==> src/rtl/jt12_eg_pkg.sv <==
// Shared types and constants for the envelope generator slot.
// Holds the phase encoding and the attenuation limits.
// Optional SSG-EG support in the other files is enabled by defining JT12_SSG_EN.
package jt12_eg_pkg;

  typedef enum logic [1:0] {
    ATTACK  = 2'd0,
    DECAY   = 2'd1,
    SUSTAIN = 2'd2,
    RELEASE = 2'd3
  } eg_state_t;

  localparam logic [9:0] ATT_MAX    = 10'h3FF;
  localparam logic [9:0] ATT_SSG_TH = 10'h200;

  // Sustain threshold compared against eg_att[9:5]; sl==15 maps to the top value.
  function automatic logic [4:0] sustain_th(input logic [3:0] sl);
    return {(sl == 4'd15), sl};
  endfunction

endpackage

==> src/rtl/jt12_eg_att_upd.sv <==
// Next-attenuation arithmetic for one envelope update (purely combinational).
// Latency: 0 cycles; the caller decides whether the result is taken.
// SSG-EG 4x decay/sustain increment is present only when JT12_SSG_EN is defined.
module jt12_eg_att_upd
  import jt12_eg_pkg::*;
(
  input  eg_state_t   state,
  input  logic [9:0]  att,
  input  logic [5:0]  rate,
`ifdef JT12_SSG_EN
  input  logic        ssg_en,
`endif
  output logic [9:0]  att_nxt
);

  logic [2:0]  sh;
  logic [10:0] step;
  logic [10:0] diff;
  logic [10:0] sum;

  // Shift from the rate's upper bits, then attack decrement or saturating increment.
  always_comb begin
    sh      = (rate[5:4] == 2'b11) ? {1'b0, rate[3:2]} : 3'd0;
`ifdef JT12_SSG_EN
    if (ssg_en && (state == DECAY || state == SUSTAIN)) begin
      sh = sh + 3'd2;
    end
`endif
    step    = '0;
    diff    = '0;
    sum     = '0;
    att_nxt = att;
    if (state == ATTACK) begin
      // Exponential approach to zero: larger steps while the level is high.
      step    = (11'(att[9:4]) + 11'd1) << sh;
      diff    = {1'b0, att} - step;
      att_nxt = (step > {1'b0, att}) ? 10'd0 : diff[9:0];
    end else begin
      sum     = {1'b0, att} + (11'd1 << sh);
      att_nxt = sum[10] ? ATT_MAX : sum[9:0];
    end
  end

endmodule

==> src/rtl/jt12_eg_slot.sv <==
// Envelope generator for one operator slot: ADSR phase tracking plus TL add.
// Latency: eg_att moves on the enabled tick; eg_out follows one enabled tick later.
// No backpressure; clk_en gates all state. Define JT12_SSG_EN for SSG-EG ports/behaviour.
module jt12_eg_slot
  import jt12_eg_pkg::*;
#(
  parameter int TL_SHIFT = 3
) (
  input  logic        clk,
  input  logic        rst,
  input  logic        clk_en,
  input  logic        keyon,
`ifdef JT12_SSG_EN
  input  logic        ssg_en,
  input  logic        ssg_inv,
`endif
  input  logic [4:0]  ar,
  input  logic [4:0]  d1r,
  input  logic [4:0]  d2r,
  input  logic [3:0]  rr,
  input  logic [3:0]  sl,
  input  logic [6:0]  tl,
  input  logic        step_in,
  input  logic        sum_up_in,
  input  logic [5:0]  rate_in,
  output logic [4:0]  base_rate,
  output logic        attack,
  output logic [1:0]  eg_state,
  output logic [9:0]  eg_att,
  output logic [9:0]  eg_out
);

  eg_state_t   st;
  logic        keyon_last;
  logic        rise;
  logic        fall;
  logic        upd;
  logic [9:0]  att_nxt;
  logic [9:0]  pre_tl;
  logic [10:0] out_sum;
  logic [9:0]  out_sat;

  assign rise     = keyon & ~keyon_last;
  assign fall     = ~keyon & keyon_last;
  assign upd      = step_in & sum_up_in;
  assign attack   = (st == ATTACK);
  assign eg_state = st;

  // Rate handed to the step stage depends only on the current phase.
  always_comb begin
    base_rate = ar;
    unique case (st)
      ATTACK:  base_rate = ar;
      DECAY:   base_rate = d1r;
      SUSTAIN: base_rate = d2r;
      RELEASE: base_rate = {rr, 1'b1};
      default: base_rate = ar;
    endcase
  end

  jt12_eg_att_upd u_att_upd (
    .state   (st),
    .att     (eg_att),
    .rate    (rate_in),
`ifdef JT12_SSG_EN
    .ssg_en  (ssg_en),
`endif
    .att_nxt (att_nxt)
  );

  // Level before TL is added; SSG inversion mirrors it around the SSG threshold.
  always_comb begin
    pre_tl = eg_att;
`ifdef JT12_SSG_EN
    if (ssg_en && ssg_inv && st != RELEASE) begin
      pre_tl = ATT_SSG_TH - eg_att;
    end
`endif
    out_sum = {1'b0, pre_tl} + (11'(tl) << TL_SHIFT);
    out_sat = out_sum[10] ? ATT_MAX : out_sum[9:0];
  end

  // Phase and attenuation state; key edges win over any pending update.
  always_ff @(posedge clk) begin
    if (rst) begin
      st         <= RELEASE;
      eg_att     <= ATT_MAX;
      eg_out     <= ATT_MAX;
      keyon_last <= 1'b0;
    end else if (clk_en) begin
      keyon_last <= keyon;
      eg_out     <= out_sat;
      if (rise) begin
        if (rate_in >= 6'd62) begin
          eg_att <= 10'd0;
          st     <= DECAY;
        end else begin
          st     <= ATTACK;
        end
      end else if (fall) begin
        st <= RELEASE;
      end
`ifdef JT12_SSG_EN
      else if (ssg_en && st != RELEASE && eg_att >= ATT_SSG_TH) begin
        st <= ATTACK;
      end
`endif
      else begin
        if (upd) begin
          eg_att <= att_nxt;
        end
        if (st == ATTACK && eg_att == 10'd0) begin
          st <= DECAY;
        end
        if (st == DECAY && eg_att[9:5] >= sustain_th(sl)) begin
          st <= SUSTAIN;
        end
      end
    end
  end

endmodule

==> config.mk <==
export PLATFORM = sky130hd
export DESIGN_NAME = jt12_eg_slot
export DESIGN_NICKNAME = d
export VERILOG_FILES = /design/src/rtl/jt12_eg_pkg.sv /design/src/rtl/jt12_eg_att_upd.sv /design/src/rtl/jt12_eg_slot.sv
export SDC_FILE = /design/constraint.sdc
export NUM_CORES = 1
export LEC_CHECK = 0
export CAP_MARGIN = 15
export CORE_ASPECT_RATIO = 0.5
export CORE_UTILIZATION = 45
export CTS_CLUSTER_SIZE = 8
export DETAILED_ROUTE_END_ITERATION = 8
export PLACE_DENSITY = 0.73
export SLEW_MARGIN = 30
export SYNTH_ARGS = -nofsm -noshare
export SYNTH_HDL_FRONTEND = slang
export SYNTH_SLANG_ARGS = --single-unit
==> constraint.sdc <==
create_clock -name clk -period 3.6 [get_ports clk]
set_input_delay 0.36 -clock clk [delete_from_list [all_inputs] [get_ports clk]]
set_output_delay 0.36 -clock clk [all_outputs]
set_load 0.005 [all_outputs]
Word level (Yosys, flattened, before mapping)
Index checks and enable logic that the tools add are counted.
{ "word_totals": {"inputBits": 42, "wordCells": 48, "out_inout_bits": 28, "reg_bits": 23} }
{ "op_classes": {"n_shift": 2, "add_sub_neg": 4, "n_eq_ne": 7, "n_mux": 15, "order_cmp": 3, "n_reduce_logical": 8, "bitwise_logic": 5} }
{ "ops": {"columns": ["op", "count"], "rows": [
  ["$mux W10", 8],
  ["$pmux W5 S4", 1],
  ["$add A10 B10 Y11", 1],
  ["$add A10 B11 Y11", 1],
  ["$gt A11 B10 Y1", 1],
  ["$shl A1 B3 Y11 const A", 1],
  ["$shl A7 B2 Y11", 1],
  ["$logic_not A10 Y1", 1],
  ["$mux W2", 5],
  ["$sub A10 B10 Y10", 1],
  ["$add A6 B1 Y7 const B", 1],
  ["$eq A2 B2 Y1 const B", 3],
  ["$ge A6 B6 Y1 const B", 1],
  ["$ge A5 B5 Y1", 1],
  ["$eq A4 B4 Y1 const B", 1],
  ["$reduce_and A4 Y1", 1],
  ["$reduce_bool A4 Y1", 1],
  ["$and A1 B1 Y1", 3],
  ["$eq A2 B1 Y1 const B", 1],
  ["$logic_and A1 B1 Y1", 2],
  ["$logic_not A2 Y1", 1],
  ["$ne A2 B1 Y1 const B", 1],
  ["$ne A2 B2 Y1 const B", 1],
  ["$not A1 Y1", 2],
  ["3 further kinds", 3]
]} }

Depth between registers and ports, before layout
{ "logic_depth": {"ltp_word": 9, "depth_mapped": 17, "mapped_depth_nobuf": 15} }

Hierarchy
From an unflattened synthesis, not the netlist that was laid out.
{ "hier_totals": {"hier_cells": 373, "hier_area_um2": 3029.2} }
{ "modules_own_cells": {"columns": ["mod", "area_per_inst_um2", "cells_each", "n_inst", "seq_area_each_um2"], "rows": [
  ["jt12_eg_slot", 1584.0, 166, 1, 460.4],
  ["jt12_eg_att_upd", 1445.1, 207, 1, 0.0]
]} }

Worst setup path before layout
Ideal clock, no wire load.
{ "synth_path": {"kind": "register to register", "from": "register eg_att[6]", "to": "register eg_att[6]", "t_arrival_ns": 3.038, "t_required_ns": 3.478, "n_path_buf": 2, "setup_ns": 0.122, "path_slack_ns": 0.440, "period_less_slack_ns": 3.160, "stages_incl_launch_ff": 16, "cell_sequence": "dfxtp_1 -> and3_1 -> clkbuf_1 -> nand3_1 -> and3_1 -> a311oi_1 -> nand2_1 -> o21ai_0 -> ha_1 -> o21a_1 -> nor2_1 -> o31a_1 -> or2_1 -> buf_6 -> a31o_1 -> a221o_1"} }
{ "synth_between": {"elab_chain_cells": 8, "elab_cells_between_ends": 11, "classes_between": "add/sub: 3; order compare: 1; shift: 1; mux: 6"} }
{ "synth_lines": {"columns": ["element", "line_no", "rtl"], "rows": [
  ["from (decl)", "jt12_eg_slot.sv:29", "output logic [9:0] eg_att,"],
  ["from (signal assigned)", "jt12_eg_slot.sv:110", "eg_att <= att_nxt;"],
  ["$add A6 B1 Y7", "jt12_eg_att_upd.sv:35", "step = (11'(att[9:4]) + 11'd1) << sh;"],
  ["$shl A7 B2 Y11", "jt12_eg_att_upd.sv:35", null],
  ["$sub A10 B10 Y10 / $gt A11 B10 Y1 (equally long branches)", "jt12_eg_att_upd.sv:36, jt12_eg_att_upd.sv:37", null],
  ["$mux W10", "jt12_eg_att_upd.sv:37", "att_nxt = (step > {1'b0, att}) ? 10'd0 : diff[9:0];"],
  ["$mux W10 *", "jt12_eg_att_upd.sv:33", "if (state == ATTACK) begin"],
  ["$mux W10 *", "jt12_eg_slot.sv:109", "if (upd) begin"],
  ["$mux W10 *", "jt12_eg_slot.sv:100", "end else if (fall) begin"],
  ["$mux W10 *", "jt12_eg_slot.sv:93", "if (rise) begin"]
]} }
Mark *: on every way between the ends. The rest lies on a longest branch, timed or not. The select of a mux whose other input is x is not followed.
A chain may end at the register's enable or synchronous reset.

Worst setup path after layout
{ "layout_path": {"from": "input port rate_in[2]", "to": "register eg_att[6]"} }
{ "layout_between": {"elab_chain_cells": 8, "elab_cells_between_ends": 15, "classes_between": "add/sub: 2; order compare: 2; eq/ne: 1; shift: 2; mux: 7; reduce/logical: 1"} }
{ "layout_lines": {"columns": ["element", "line_no", "rtl"], "rows": [
  ["from (decl)", "jt12_eg_slot.sv:25", "input logic [5:0] rate_in,"],
  ["$mux W2", "jt12_eg_att_upd.sv:23", "sh = (rate[5:4] == 2'b11) ? {1'b0, rate[3:2]} : 3'd0;"],
  ["$shl A7 B2 Y11 / $shl A1 B3 Y11 (equally long branches)", "jt12_eg_att_upd.sv:35, jt12_eg_att_upd.sv:39", null],
  ["$sub A10 B10 Y10, or another cell as far along", "jt12_eg_att_upd.sv:36", "diff = {1'b0, att} - step;"],
  ["$mux W10 (on tied branches)", "jt12_eg_att_upd.sv:37, jt12_eg_att_upd.sv:40", null],
  ["$mux W10", "jt12_eg_att_upd.sv:33", null],
  ["$mux W10", "jt12_eg_slot.sv:109", null],
  ["$mux W10", "jt12_eg_slot.sv:100", null],
  ["$mux W10", "jt12_eg_slot.sv:93", null]
]} }
Parallel ways exist; a longest one is shown, timed or not. The select of a mux whose other input is x is not followed.

==> summary.txt <==
Synthesized net count -> 443
Drt first pass iters -> 7
Antenna violation net count after detailed routing -> 0
ANT cells -> 0
Sequential cell area -> 460 sq um
Final setup violating endpoints -> 0
Synth top cells by count -> ha_1 (39), a21oi_1 (37), inv_1 (33)
Logic pwr share -> 50.7%
HP Class -> flip-flop to flip-flop
Seq cells post-synth -> 23
CP max FO -> 6
Final Max Slew Viols -> 0
Fin nets -> 533
Vias per cell -> 5.73
I/O pin cnt -> 70
Switch Pwr -> 393 uW
Die footprint -> 0.00636 sq mm
Int Power -> 693 uW
P_leak -> 1.69 nW
Clk sink count -> 23
Slew @ Worst Pin -> 802 ps
Power Density -> 289 mW/mm^2
Critical path origin -> rate_in[2]
Clock latency on the worst-skew pair -> 260 ps
Number of enable flip-flop cells after synthesis -> 0
Synth cell types -> 49
Routed WL -> 8210 microns
Largest net degree at the start of global routing -> 25
Max Clock Skew -> 8.21 ps
Reg2Reg Capture Point -> eg_att[6]
Worst VDD drop -> 0.000227 V
Flop pwr share -> 26.7%
First-pass GRT wire length -> 13500 microns
CTS Buf Count -> 3
Fill count -> 499
CTS tree -> yes
Total track usage -> 26.6%
Core footprint -> 0.00563 sq mm
H-tree depth -> 1
RSZ-0062 raised after global routing -> false
Clock share of power -> 22.6%
Syn. warnings -> 0
Drt wl/cell -> 15.8 microns
Die Width -> 112 microns
End of the critical path -> eg_att[6]
Clock Pin Slew Worst Setup and Hold Paths -> 70 ps
Initial core utilization -> 48.2%
Synthesized cell area -> 0.00271 sq mm
Starting DRT DRC Count -> 192
Routed vias -> 2987
Die Height -> 56.9 microns
# DRC -> 6
Biggest area consumer among synthesized cells -> ha_1
Post-DP Area -> 0.00365 sq mm
Row count -> 19
Worst setup SP type -> primary input
Hpwl dp -> 6600 microns
R2R cell count -> 13
Worst-case clock buffer depth -> 2
Seq/Total Area, Yosys -> 17.0%
Critical Path AT -> 3560 ps
GPL Wtd Cong -> 0.920
Fmax achieved -> 293 MHz
Status -> finished with violations
Antenna violations before repair -> 0
Main synth FF type -> dfxtp_1
PortBufs -> 68
Final Power -> 1.09 mW
Multi-input gate area -> 0.00210 sq mm
Worst Setup End Kind -> flip-flop
Area share of the largest cell type after synthesis -> 18.0%
Flop2flop setup slack -> 210 ps
Hold Fails Final Rpt -> 0
Post-Synthesis Cells -> 359
Worst Path Required -> 3740 ps
Slew HR -> 46.3%
Switching Share -> 36.2%
Top-count cell post-synth -> ha_1
Largest cells by area after synthesis -> ha_1 (18%), dfxtp_1 (17%), a21oi_1 (6.8%)
Syn avg cell area -> 7.56 sq um
Crit share post-route -> 94.9%
Total global routing overflow -> 0
CTS root buf -> clkbuf_16
Design area -> 0.00376 sq mm
FFs w/ async S/R, synth -> 0%
Critical path class -> primary input to flip-flop
Max-cap violations -> 0
P&R area growth vs syn -> 38.6%
Vias in the first global route -> 2837
RR Startpoint -> eg_att[4]
Proportion of layout cells with a drive suffix above 1 -> 11.4%
Fin crit period -> 3420 ps
Failing checks -> DRC
-- registers in the layout (all words and copies together) (netlist names) --
register,cells
eg_out,10
eg_att,10
eg_state,2
keyon_last,1
-- worst min path at each step --
stage	startpoint	endpoint	cells past startpoint
2_1_floorplan	rst	eg_out[2]	1
3_3_place_gp	eg_out[0]	eg_out[0]	2
3_5_place_dp	eg_out[0]	eg_out[0]	2
4_1_cts	eg_out[4]	eg_out[4]	2
5_1_grt	eg_out[4]	eg_out[4]	2
6_report	eg_out[0]	eg_out[0]	2
-- per-stage QoR --
stage / instances / setup TNS [ps] / setup slack, ps / hold WS [ps] / util (%)
floorplan: 359 / 0 / 440 / 461 / -
global placement: 516 / -85.9 / -55.1 / 465 / 64.7
finish: 521 / 0 / 182 / 495 / 66.8
global route: 521 / 0 / 22.1 / 529 / 66.8
CTS: 520 / 0 / 135 / 500 / 66.2
detailed placement: 516 / -316 / -111 / 482 / 64.7
-- final cells by class --
class                           instances  share of cell area [%]
Sequential cell                        23                    12.2
Clock buffer                            3                    2.00
Inverter                               33                    3.29
Clock inverter                          1                   0.200
Tap cell                               73                    2.43
Timing Repair Buffer                   98                    24.1
Multi-Input combinational cell        290                    55.8
-- metal layers --
layer  part of all wire [%]  vias up  GRT usage (%)
li1                       -     1467              -
met1                     46     1406           35.8
met2                     46      106           44.8
met3                    7.5        8           4.97
met4                    1.0        0           5.21
met5                      0        -              0
-- critical path, cell delays in order --
cell	delay, ps
clkdlybuf4s50_1	530
buf_4	150
nand3_1	150
buf_4	190
mux2i_1	200
o21ai_0	180
ha_1	440
o211ai_2	120
a21oi_2	120
nor4_1	60
o31a_1	270
or2_1	300
a31o_1	200
a221o_1	290
-- cells in the final DEF (no fill, tap or decap), types with 5 or more instances in the layout --
master / Yosys / final
clkdlybuf4s50_1: 0 / 68
ha_1: 39 / 38
a21oi_1: 37 / 37
inv_1: 33 / 33
o21ai_0: 32 / 32
buf_4: 0 / 30
nor2_1: 29 / 29
nand2_1: 24 / 24
dfxtp_1: 23 / 23
xnor2_1: 13 / 13
nand2b_1: 13 / 13
nand3_1: 9 / 9
o22ai_1: 9 / 9
xor2_1: 5 / 5
nor2b_1: 5 / 5
-- power by group through the flow --
stage	sequential (mW)	clock, mW	combinational [mW]
CTS	0.290	0.247	0.528
global placement	0.295	0	0.514
finish	0.291	0.245	0.551
floorplan	0.288	0	0.326
detailed placement	0.296	0	0.523
global route	0.294	0.265	0.607
-- logic make-up (layout without fill, tap and decap cells) --
family | Yosys count | count (layout) | synth area share (%)
xor gates and xnor gates | 18 | 18 | 5.81
and+or+nand+nor | 106 | 106 | 19.1
DFF | 23 | 23 | 17.0
muxes | 8 | 8 | 4.84
buffers and inverters | 46 | 135 | 6.68
AOI/OAI and AO/OA | 116 | 116 | 26.4
adders and majority gates | 42 | 42 | 20.2
-- repair_timing --
item                                    4_1_cts  5_1_grt
setup buffers                                 0        1
hold buffers                                  0        0
endpoints found under the setup margin        0        8
resized for setup                             0        7
No activity file was read; power rests on OpenSTA's default activity.
